## config.mk

```make
export PLATFORM = sky130hd
export DESIGN_NAME = morph_filter_3x3
export DESIGN_NICKNAME = d
export VERILOG_FILES = /design/src/rtl/morph_filter_3x3_pkg.sv /design/src/rtl/morph_filter_3x3_raster_window.sv /design/src/rtl/morph_filter_3x3.sv
export SDC_FILE = /design/constraint.sdc
export NUM_CORES = 2
export LEC_CHECK = 0
export CAP_MARGIN = 15
export CORE_ASPECT_RATIO = 1.1
export CORE_MARGIN = 4
export CORE_UTILIZATION = 30
export CTS_BUF_LIST = sky130_fd_sc_hd__clkbuf_4 sky130_fd_sc_hd__clkbuf_8
export CTS_CLUSTER_SIZE = 40
export DETAILED_ROUTE_END_ITERATION = 6
export PLACE_DENSITY = 0.53
export SYNTH_ARGS = -nofsm -noshare
export SYNTH_HDL_FRONTEND = slang
export SYNTH_HIERARCHICAL = 1
export SYNTH_SLANG_ARGS = --single-unit
```

## constraint.sdc

```tcl
create_clock -name clk -period 2.9 [get_ports clk]
set_input_delay 0.725 -clock clk [delete_from_list [all_inputs] [get_ports clk]]
set_output_delay 0.725 -clock clk [all_outputs]
set_load 0.03 [all_outputs]
```

## src/rtl/morph_filter_3x3_pkg.sv

```systemverilog
// morph_filter_3x3_pkg: shared frame geometry, operator modes and FSM states
package morph_filter_3x3_pkg;
  localparam int X = 320;
  localparam int Y = 240;
  localparam int FRAME_PIXELS = X * Y;
  localparam int MODE_ERODE = 0;
  localparam int MODE_DILATE = 1;
  localparam logic [0:0] ST_RUN = 1'b0;
  localparam logic [0:0] ST_FLUSH = 1'b1;
  // erode keeps a pixel only when the whole window is set, dilate when any bit is
  function automatic logic reduce9(input logic [8:0] w, input int mode);
    return mode == MODE_ERODE ? &w : |w;
  endfunction
endpackage

```

## src/rtl/morph_filter_3x3_raster_window.sv

```systemverilog
// raster_window_3x3: 2X+3 bit raster shift window with frame-edge padding
module raster_window_3x3 #(
  parameter int X = morph_filter_3x3_pkg::X,
  parameter int Y = morph_filter_3x3_pkg::Y,
  parameter int MODE = morph_filter_3x3_pkg::MODE_ERODE
) (
  input  logic        clk,
  input  logic        reset_n,
  input  logic        shift,
  input  logic        clear,
  input  logic        din,
  input  logic        emit,
  input  logic [16:0] col,
  input  logic [16:0] row,
  output logic [8:0]  window,
  output logic        window_valid
);
  import morph_filter_3x3_pkg::*;
  localparam int L = 2 * X + 3;
  localparam logic PAD = MODE == MODE_ERODE;
  logic [L-1:0] sr_q, sr_d, sh;
  // taps are read from the post-shift contents; out-of-frame neighbours take the neutral pad
  always_comb begin
    sh = shift ? {sr_q[L-2:0], din} : sr_q;
    sr_d = clear ? '0 : sh;
    window = {sh[0], sh[1], sh[2], sh[X], sh[X+1], sh[X+2], sh[2*X], sh[2*X+1], sh[2*X+2]};
    if (row == '0) window[2:0] = {3{PAD}};
    if (row == 17'(Y - 1)) window[8:6] = {3{PAD}};
    if (col == '0) {window[6], window[3], window[0]} = {3{PAD}};
    if (col == 17'(X - 1)) {window[8], window[5], window[2]} = {3{PAD}};
    window_valid = shift && emit;
  end
  // window storage, emptied on reset and at the end of every frame
  always_ff @(posedge clk or negedge reset_n)
    if (!reset_n) sr_q <= '0;
    else sr_q <= sr_d;
endmodule

```

## src/rtl/morph_filter_3x3.sv

```systemverilog
// morph_filter_3x3: streaming 3x3 binary erode/dilate over a raster frame
module morph_filter_3x3 #(
  parameter int X = morph_filter_3x3_pkg::X,
  parameter int Y = morph_filter_3x3_pkg::Y,
  parameter int MODE = morph_filter_3x3_pkg::MODE_ERODE
) (
  input  logic        clk,
  input  logic        reset_n,
  input  logic        in_pixel,
  input  logic        in_valid,
  output logic        in_ready,
  output logic        out_pixel,
  output logic        out_valid,
  output logic [16:0] out_addr,
  output logic        frame_done
);
  import morph_filter_3x3_pkg::*;
  localparam int FP = X * Y;
  logic [0:0] state_q, state_d;
  logic [16:0] in_idx_q, in_idx_d, flush_q, flush_d, out_cnt_q, out_cnt_d;
  logic [16:0] out_col_q, out_col_d, out_row_q, out_row_d, out_addr_q, out_addr_d;
  logic out_pixel_q, out_pixel_d, out_valid_q, out_valid_d, frame_done_q, frame_done_d;
  logic flush, accept, last_in, last_flush, emit, shift;
  logic [8:0] win;
  logic win_valid;
  raster_window_3x3 #(.X(X), .Y(Y), .MODE(MODE)) u_win (
    .clk(clk),
    .reset_n(reset_n),
    .shift(shift),
    .clear(last_flush),
    .din(accept & in_pixel),
    .emit(emit),
    .col(out_col_q),
    .row(out_row_q),
    .window(win),
    .window_valid(win_valid)
  );
  // RUN/FLUSH control, input/output raster counters and the registered result
  always_comb begin
    flush = state_q == ST_FLUSH;
    accept = !flush && in_valid;
    last_in = in_idx_q == 17'(FP - 1);
    last_flush = flush && flush_q == 17'(X);
    emit = flush || (accept && in_idx_q >= 17'(X + 1));
    shift = flush || accept;
    in_idx_d = accept ? (last_in ? '0 : in_idx_q + 1'b1) : in_idx_q;
    state_d = accept && last_in ? ST_FLUSH : last_flush ? ST_RUN : state_q;
    flush_d = flush ? flush_q + 1'b1 : '0;
    out_cnt_d = emit ? (out_cnt_q == 17'(FP - 1) ? '0 : out_cnt_q + 1'b1) : out_cnt_q;
    out_col_d = emit ? (out_col_q == 17'(X - 1) ? '0 : out_col_q + 1'b1) : out_col_q;
    out_row_d = emit && out_col_q == 17'(X - 1) ? (out_row_q == 17'(Y - 1) ? '0 : out_row_q + 1'b1) : out_row_q;
    out_valid_d = win_valid;
    out_pixel_d = win_valid ? reduce9(win, MODE) : out_pixel_q;
    out_addr_d = win_valid ? out_cnt_q : out_addr_q;
    frame_done_d = last_flush;
  end
  // state registers; reset drops any partial frame
  always_ff @(posedge clk or negedge reset_n)
    if (!reset_n) begin
      state_q <= ST_RUN;
      in_idx_q <= '0;
      flush_q <= '0;
      out_cnt_q <= '0;
      out_col_q <= '0;
      out_row_q <= '0;
      out_addr_q <= '0;
      out_pixel_q <= 1'b0;
      out_valid_q <= 1'b0;
      frame_done_q <= 1'b0;
    end else begin
      state_q <= state_d;
      in_idx_q <= in_idx_d;
      flush_q <= flush_d;
      out_cnt_q <= out_cnt_d;
      out_col_q <= out_col_d;
      out_row_q <= out_row_d;
      out_addr_q <= out_addr_d;
      out_pixel_q <= out_pixel_d;
      out_valid_q <= out_valid_d;
      frame_done_q <= frame_done_d;
    end
  assign in_ready = state_q == ST_RUN;
  assign out_pixel = out_pixel_q;
  assign out_valid = out_valid_q;
  assign out_addr = out_addr_q;
  assign frame_done = frame_done_q;
endmodule

```

==> reports/qor.txt <==
Status - complete, no violations
Core area - 103000 um^2
Primary FF master, synth - dfrtp_1
GRT Overall Usage - 0.100
Buffers and inverters on the worst path - 2
Yosys reg bits - 749
Final Slew Violations - 0
TritonRoute pass-1 iters - 4
Initial antenna violation count - 1
Slew margin rel. - 0.546
Crit path kind - register to output port
Max Clk Rate - 368 MHz
Area contributors post-synth - dfrtp_1 (60%), mux2i_1 (21%), nor2_1 (8.3%)
Final WL - 53.1 mm
Fin Setup TNS - 0 ns
Maxcap violations - 0
Layout area overhead - 16.1%
CP arrival - 1.99 ns
TritonCTS clock tree - yes
Post-synthesis cell area - 31200 um^2
Root buf cell - clkbuf_8
Total power draw - 22600 uW
Max VDD drop - 427 uV
Num ports - 25
Synth warnings - 6
CTS Sinks - 749
Crit path max fanout - 9
Synth Net Count - 2627
Worst EP required - 2.17 ns
Syn avg cell area - 11.9 um^2
First-pass GRT wire length - 94.6 mm
First-iteration detailed-routing DRC count - 1066
Starting Density - 0.304
Tmin final - 2.71 ns
Pwr/cell area - 624 nW/um^2
Grt ovf - 0
DIE AREA - 109000 um^2
Clock buffer depth - 3
Area share of the largest cell type after synthesis - 0.600
HPWL Detailed - 31.1 mm
EDFF count, synth - 0
TritonCTS Buffers - 135
Final setup viols - 0
Port Buf Inserts - 24
WL/cell - 12.7 um
Nets - 2720
Worst skew pair latency - 0.78 ns
Largest net degree at the start of global routing - 91
Htree depth - 4
Clk pin slew, worst setup/hold paths - 0.06 ns
CP Launch Type - register
Synth cell types - 50
Postcts setup bufs - 0
Worst Clk Skew - 0.0455 ns
Syn Inst Count - 2616
Dominant cell type by area after synthesis - dfrtp_1
RSZ-0062 raised after global routing - false
Sequential fraction of the synthesis area - 0.600
Crit end category - output port
CP max stage cell - clkdlybuf4s50_1
Period utilization - 0.936
Global placement routability congestion - 0.723
Final hold vios - 0
Worst path cell trace - clkinv_1, clkdlybuf4s50_1
# rows - 123
Slew at the pin closest to its max-slew limit - 0.674 ns
Die height - 346 um
Number of global-route vias before repair - 19541
Final ANT Viol Nets - 0
Drc violations - 0
Critical Path Max Stage Delay - 0.66 ns
Dpl cell area - 33400 um^2
Async S/R FF share, synth - 1.00
Leakage - 0.0208 uW
Finished Cell Area - 36200 um^2
Routed via count - 18457
Fillers - 10425
Fraction of layout cells with a size suffix above 1 - 0.126
Via density - 4.42
Die Width - 316 um
Worst Hold Class - input pin to async pin
Top delay family on crit path - buffers and inverters
-- final cells by class --
class                           instances  area, um^2  share of cell area
Clock buffer                          201        2520              0.0696
Antenna cell                            1        2.50           0.0000691
Sequential cell                       749       18700               0.517
Clock inverter                         23         269             0.00742
Multi-Input combinational cell       1689       11500               0.317
Inverter                               17        63.8             0.00176
Timing Repair Buffer                  117        1450              0.0399
Tap cell                             1375        1720              0.0475
-- sequential cells by signal, indices dropped and copies added (netlist names), 17 cells and up --
name        cells
u_win/sr_q    643
flush_q        17
in_idx_q       17
out_addr       17
out_cnt_q      17
out_col_q      17
out_row_q      17
-- repair_timing --
action | CTS | global route
hold buffers | 1 | 0
resized for setup | 1 | 0
hold endpoints to repair | 29 | 0
setup endpoints to repair | 1 | 0
-- synthesized netlist by cell type, types with 2 or more instances --
library cell,n
a211oi_1,3
a21oi_1,13
a31oi_1,4
and2_1,5
and3_1,15
and4_1,2
buf_1,7
buf_2,24
buf_4,46
buf_6,22
clkbuf_1,62
dfrtp_1,749
ha_1,7
inv_1,16
mux2_2,19
mux2i_1,642
nand2_1,48
nand2b_1,7
nand3_1,42
nand3b_1,3
nand4_1,26
nand4b_1,4
nor2_1,688
nor2b_1,3
nor3_1,17
nor4_1,15
nor4_2,5
nor4_4,2
nor4bb_1,2
o21ai_0,20
o21ai_1,4
o22ai_1,3
o2bb2ai_1,2
o31ai_1,9
o41ai_1,4
or2_2,3
or3_1,7
or4_1,5
or4_4,2
xnor2_1,22
xor2_1,28
-- power by group --
part / switching, uW / internal (uW) / leakage [uW] / total (uW)
clock network: 4340 / 5780 / 0.00148 / 10100
logic: 792 / 611 / 0.00895 / 1400
registers: 309 / 10800 / 0.0103 / 11100
total: 5440 / 17200 / 0.0208 / 22600
-- worst reg2reg max path, cell delays in order (launching register included) --
cell,delay (ns)
dfrtp_1,0.45
ha_1,0.23
or4_1,0.52
o31ai_1,0.30
buf_4,0.19
o2bb2ai_4,0.13
inv_1,0.07
and2_1,0.18
buf_12,0.16
mux2_2,0.30
-- cells by family (layout without fill, tap and decap cells) --
group,count (synthesis),in the layout,share of synthesized area
and+or+nand+nor,905,905,0.124
muxes,661,661,0.213
AOI/OAI and AO/OA,66,66,0.0129
buffers and inverters,178,358,0.0332
other,0,1,0
adders and majority gates,7,7,0.00281
DFF,749,749,0.600
xor gates and xnor gates,50,50,0.0140
-- through the flow --
step                 util  setup WS [ns]  std cells  hold WS (ns)
floorplan               -         0.0370       2616         0.429
global placement    0.325          0.245       3946         0.483
detailed placement  0.325          0.208       3946         0.480
CTS                 0.352         0.0658       4171         0.394
global route        0.353         0.0851       4172         0.454
finish              0.353          0.186       4172         0.482
-- routing by layer --
layer / vias to the layer above / part of all wire / global-route usage
li1: 9050 / - / -
met1: 9080 / 0.49 / 0.134
met2: 223 / 0.45 / 0.155
met3: 104 / 0.036 / 0.0247
met4: 0 / 0.025 / 0.0413
met5: - / 0 / 0
-- layout by cell type, fill, tap and decap left out, types with 3 or more instances in the layout --
cell type | Yosys | routed
dfrtp_1 | 749 | 748
nor2_1 | 688 | 687
mux2i_1 | 642 | 642
clkbuf_8 | 0 | 162
buf_4 | 46 | 52
nand2_1 | 48 | 48
nand3_1 | 42 | 42
buf_12 | 0 | 40
clkbuf_4 | 0 | 39
xor2_1 | 28 | 28
nand4_1 | 26 | 26
clkdlybuf4s50_1 | 0 | 23
xnor2_1 | 22 | 22
o21ai_0 | 20 | 20
mux2_2 | 19 | 19
nor3_1 | 17 | 17
inv_1 | 16 | 16
and3_1 | 15 | 15
nor4_1 | 15 | 15
a21oi_1 | 13 | 13
o31ai_1 | 9 | 9
inv_8 | 0 | 8
or3_1 | 7 | 7
nand2b_1 | 7 | 7
ha_1 | 7 | 7
clkinv_2 | 0 | 6
and2_1 | 5 | 5
or4_1 | 5 | 5
nor4_2 | 5 | 5
nand4b_1 | 4 | 4
o41ai_1 | 4 | 4
o21ai_1 | 4 | 4
a31oi_1 | 4 | 4
nor2b_1 | 3 | 3
a211oi_1 | 3 | 3
o22ai_1 | 3 | 3
nand3b_1 | 3 | 3
clkinv_8 | 0 | 3
-- path summary, 6_finish.rpt --
path / endpoint / startpoint / cells past startpoint / slack, ns
max: in_ready / flush / 2 / 0.19
max reg2reg: out_addr[5] / in_idx_q[0] / 9 / 0.26
min: u_win/sr_q[346] / reset_n / 2 / 0.48
max in group asynchronous: u_win/sr_q[491] / reset_n / 4 / 1.54
min reg2reg: out_row_q[16] / out_row_q[16] / 1 / 0.48
min in group clk: out_row_q[16] / out_row_q[16] / 1 / 0.48
Power figures use the tool's default switching activity.
==> RTL change, RTL diff (same settings) <==
`X`: 320 -> 160.
--- a/src/rtl/morph_filter_3x3_pkg.sv
+++ b/src/rtl/morph_filter_3x3_pkg.sv
@@ -1,6 +1,6 @@
 // morph_filter_3x3_pkg: shared frame geometry, operator modes and FSM states
 package morph_filter_3x3_pkg;
-  localparam int X = 320;
+  localparam int X = 160;
   localparam int Y = 240;
   localparam int FRAME_PIXELS = X * Y;
   localparam int MODE_ERODE = 0;
Formal check against the unedited RTL: same outputs for any inputs over 10 cycles, from zero or initial values and one cycle with reset_n low; that may be too few to reach the edited logic, so the function may still have changed.
==> RTL change against the original RTL <==
- total power is 45% lower
- cell area shrank 42%
- wire length fell by 41%
- worst setup slack gained 27 ps
- fmax up 1.0%
- critical path depth stayed put
- sequential cell count is 320 lower
- register-to-register slack better by 100 ps
- sequential power shrank 43%
- area after synthesis shrank 42%
- sequential share of layout area shrank 0.50 points
- critical path type unchanged
- critical endpoint unchanged
==> RTL change: results (changes against the original RTL) <==
set qor(status) {completed} ;# unchanged
set qor(grt_pass1_wl_um) 55100 ;# was 94600 um
set qor(cp_data_arrival_time_ps) 1960 ;# was 1990 ps
set qor(timing.rr.end) {out_row_q[3]$_DFFE_PN0P_} ;# was out_addr[5]$_DFFE_PN0P_
set qor(wire_length_after_detailed_routing_um) 31100 ;# was 53100 um
set qor(nFillCells) 5901 ;# was 10400
set qor(post_synth_num_cell_types) 57 ;# was 50
set qor(dpl.hpwl_um) 18200 ;# was 31100 um
set qor(largest_net_degree_at_the_start_of_global_routing) 71 ;# was 91
set qor(maximum_vdd_ir_drop_mv) 0.289 ;# was 0.427 mV
set qor(antenna_found_initial) 0 ;# was 1
set qor(layout_cell_share_with_drive_strength_beyond_1_pct) 12.2 ;# was 12.6%
set qor(fin_hold_ws_ps) 63.1 ;# was 482 ps
set qor(clkLatencyLatePin_ps) 620 ;# was 780 ps
set qor(cell_types_with_the_largest_area_share_after_synthesis) {dfrtp_1 (59%), mux2i_1 (18%), nor2_1 (7.7%)} ;# was dfrtp_1 (60%), mux2i_1 (21%), nor2_1 (8.3%)
set qor(rr_worst_depth) 5 ;# was 9
set qor(synthXorXnorAreaFrac_pct) 2.71 ;# was 1.40%
set qor(timing.slew.headroom_pct) 59.0 ;# was 54.6%
set qor(reg2reg_slack_ps) 360 ;# was 260 ps
set qor(post_cts.resized_instances) 0 ;# was 1
set qor(synthMuxAreaShare_pct) 18.9 ;# was 21.3%
set qor(yosys-top-cells-count) {dfrtp_1 (429), nor2_1 (370), mux2i_1 (323)} ;# was dfrtp_1 (749), nor2_1 (688), mux2i_1 (642)
set qor(largest_reg_flops) 323 ;# was 643
set qor(synth-compound-area-share_pct) 2.10 ;# was 1.29%
set qor(tritoncts.num_buffers) 76 ;# was 135
set qor(yosysSeqAreaShare_pct) 59.2 ;# was 60.0%
set qor(timing.clock.skew_ps) 29.3 ;# was 45.5 ps
set qor(power.static_leakage_uw) 0.0109 ;# was 0.0208 uW
set qor(global_route.usage.total_pct) 9.82 ;# was 10.0%
set qor(critical_path.reg2reg.startpoint) {out_col_q[5]$_DFFE_PN0P_} ;# was in_idx_q[0]$_DFFE_PN0P_
set qor(placedInstanceArea_um2) 19500 ;# was 33400 um2
set qor(crit_fanout) 8 ;# was 9
set qor(insertedDiodeCount) 0 ;# was 1
set qor(postCtsHoldBufs) 0 ;# was 1
set qor(gp_congestion) 0.771 ;# was 0.723
set qor(cts_max_level) 3 ;# was 4
set qor(initialDrtViolationCount) 614 ;# was 1066
set qor(yosys.area_share.adder_pct) 0.483 ;# was 0.281%
set qor(drt_pre_antenna_iters) 5 ;# was 4
set qor(route.vias.total) 11100 ;# was 18500
RTL change: cells by family after synthesis:
family | Yosys count
simple gates | 567
flops | 429
mux | 341
buf+inv | 101
compound gates | 56
xor+xnor | 56
fa+ha+maj | 7
RTL change: per-layer routing:
metal  track usage [%]  part of all wire, %  vias up
li1                  -                    -     5430
met1              12.7                   47     5468
met2              15.7                   47      129
met3              2.68                  4.0       56
met4              3.81                  2.2        0
met5                 0                    0        -
RTL change: where the power goes:
part	internal (uW)	leakage (uW)	switching [uW]
Combinational	269	0.00417	358
Clock	3070	0.000782	2400
Sequential	6180	0.00593	144
Total	9530	0.0109	2900
RTL change: cell type report:
cell class	instances	area share, %
clock buffer	108	6.44
clock inverter	19	0.663
inverter	16	0.287
multi-input combinational	1027	33.1
sequential	429	51.2
tap	768	4.59
timing repair buffer	62	3.67
RTL change: worst max path at each step:
stage	endpoint	slack (ps)	depth (start not counted)
3_5_place_dp	out_addr[3]$_DFFE_PN0P_	250	7
3_3_place_gp	out_addr[3]$_DFFE_PN0P_	280	7
5_1_grt	in_ready	70	2
4_1_cts	in_ready	120	2
6_report	in_ready	210	2
2_1_floorplan	out_addr[10]$_DFFE_PN0P_	20	9
RTL change: per-stage QoR:
stage               util (%)  cells  worst slack, ps
finish                  35.0   2429              213
global route            35.0   2429             72.7
CTS                     35.0   2429              119
detailed placement      32.5   2302              251
global placement        32.5   2302              277
floorplan                  -   1557             18.7
RTL change: critical path, stage by stage, from the launching register on:
cell and delay [ps]:
dfrtp_1 560, clkinv_1 160, clkdlybuf4s50_1 630
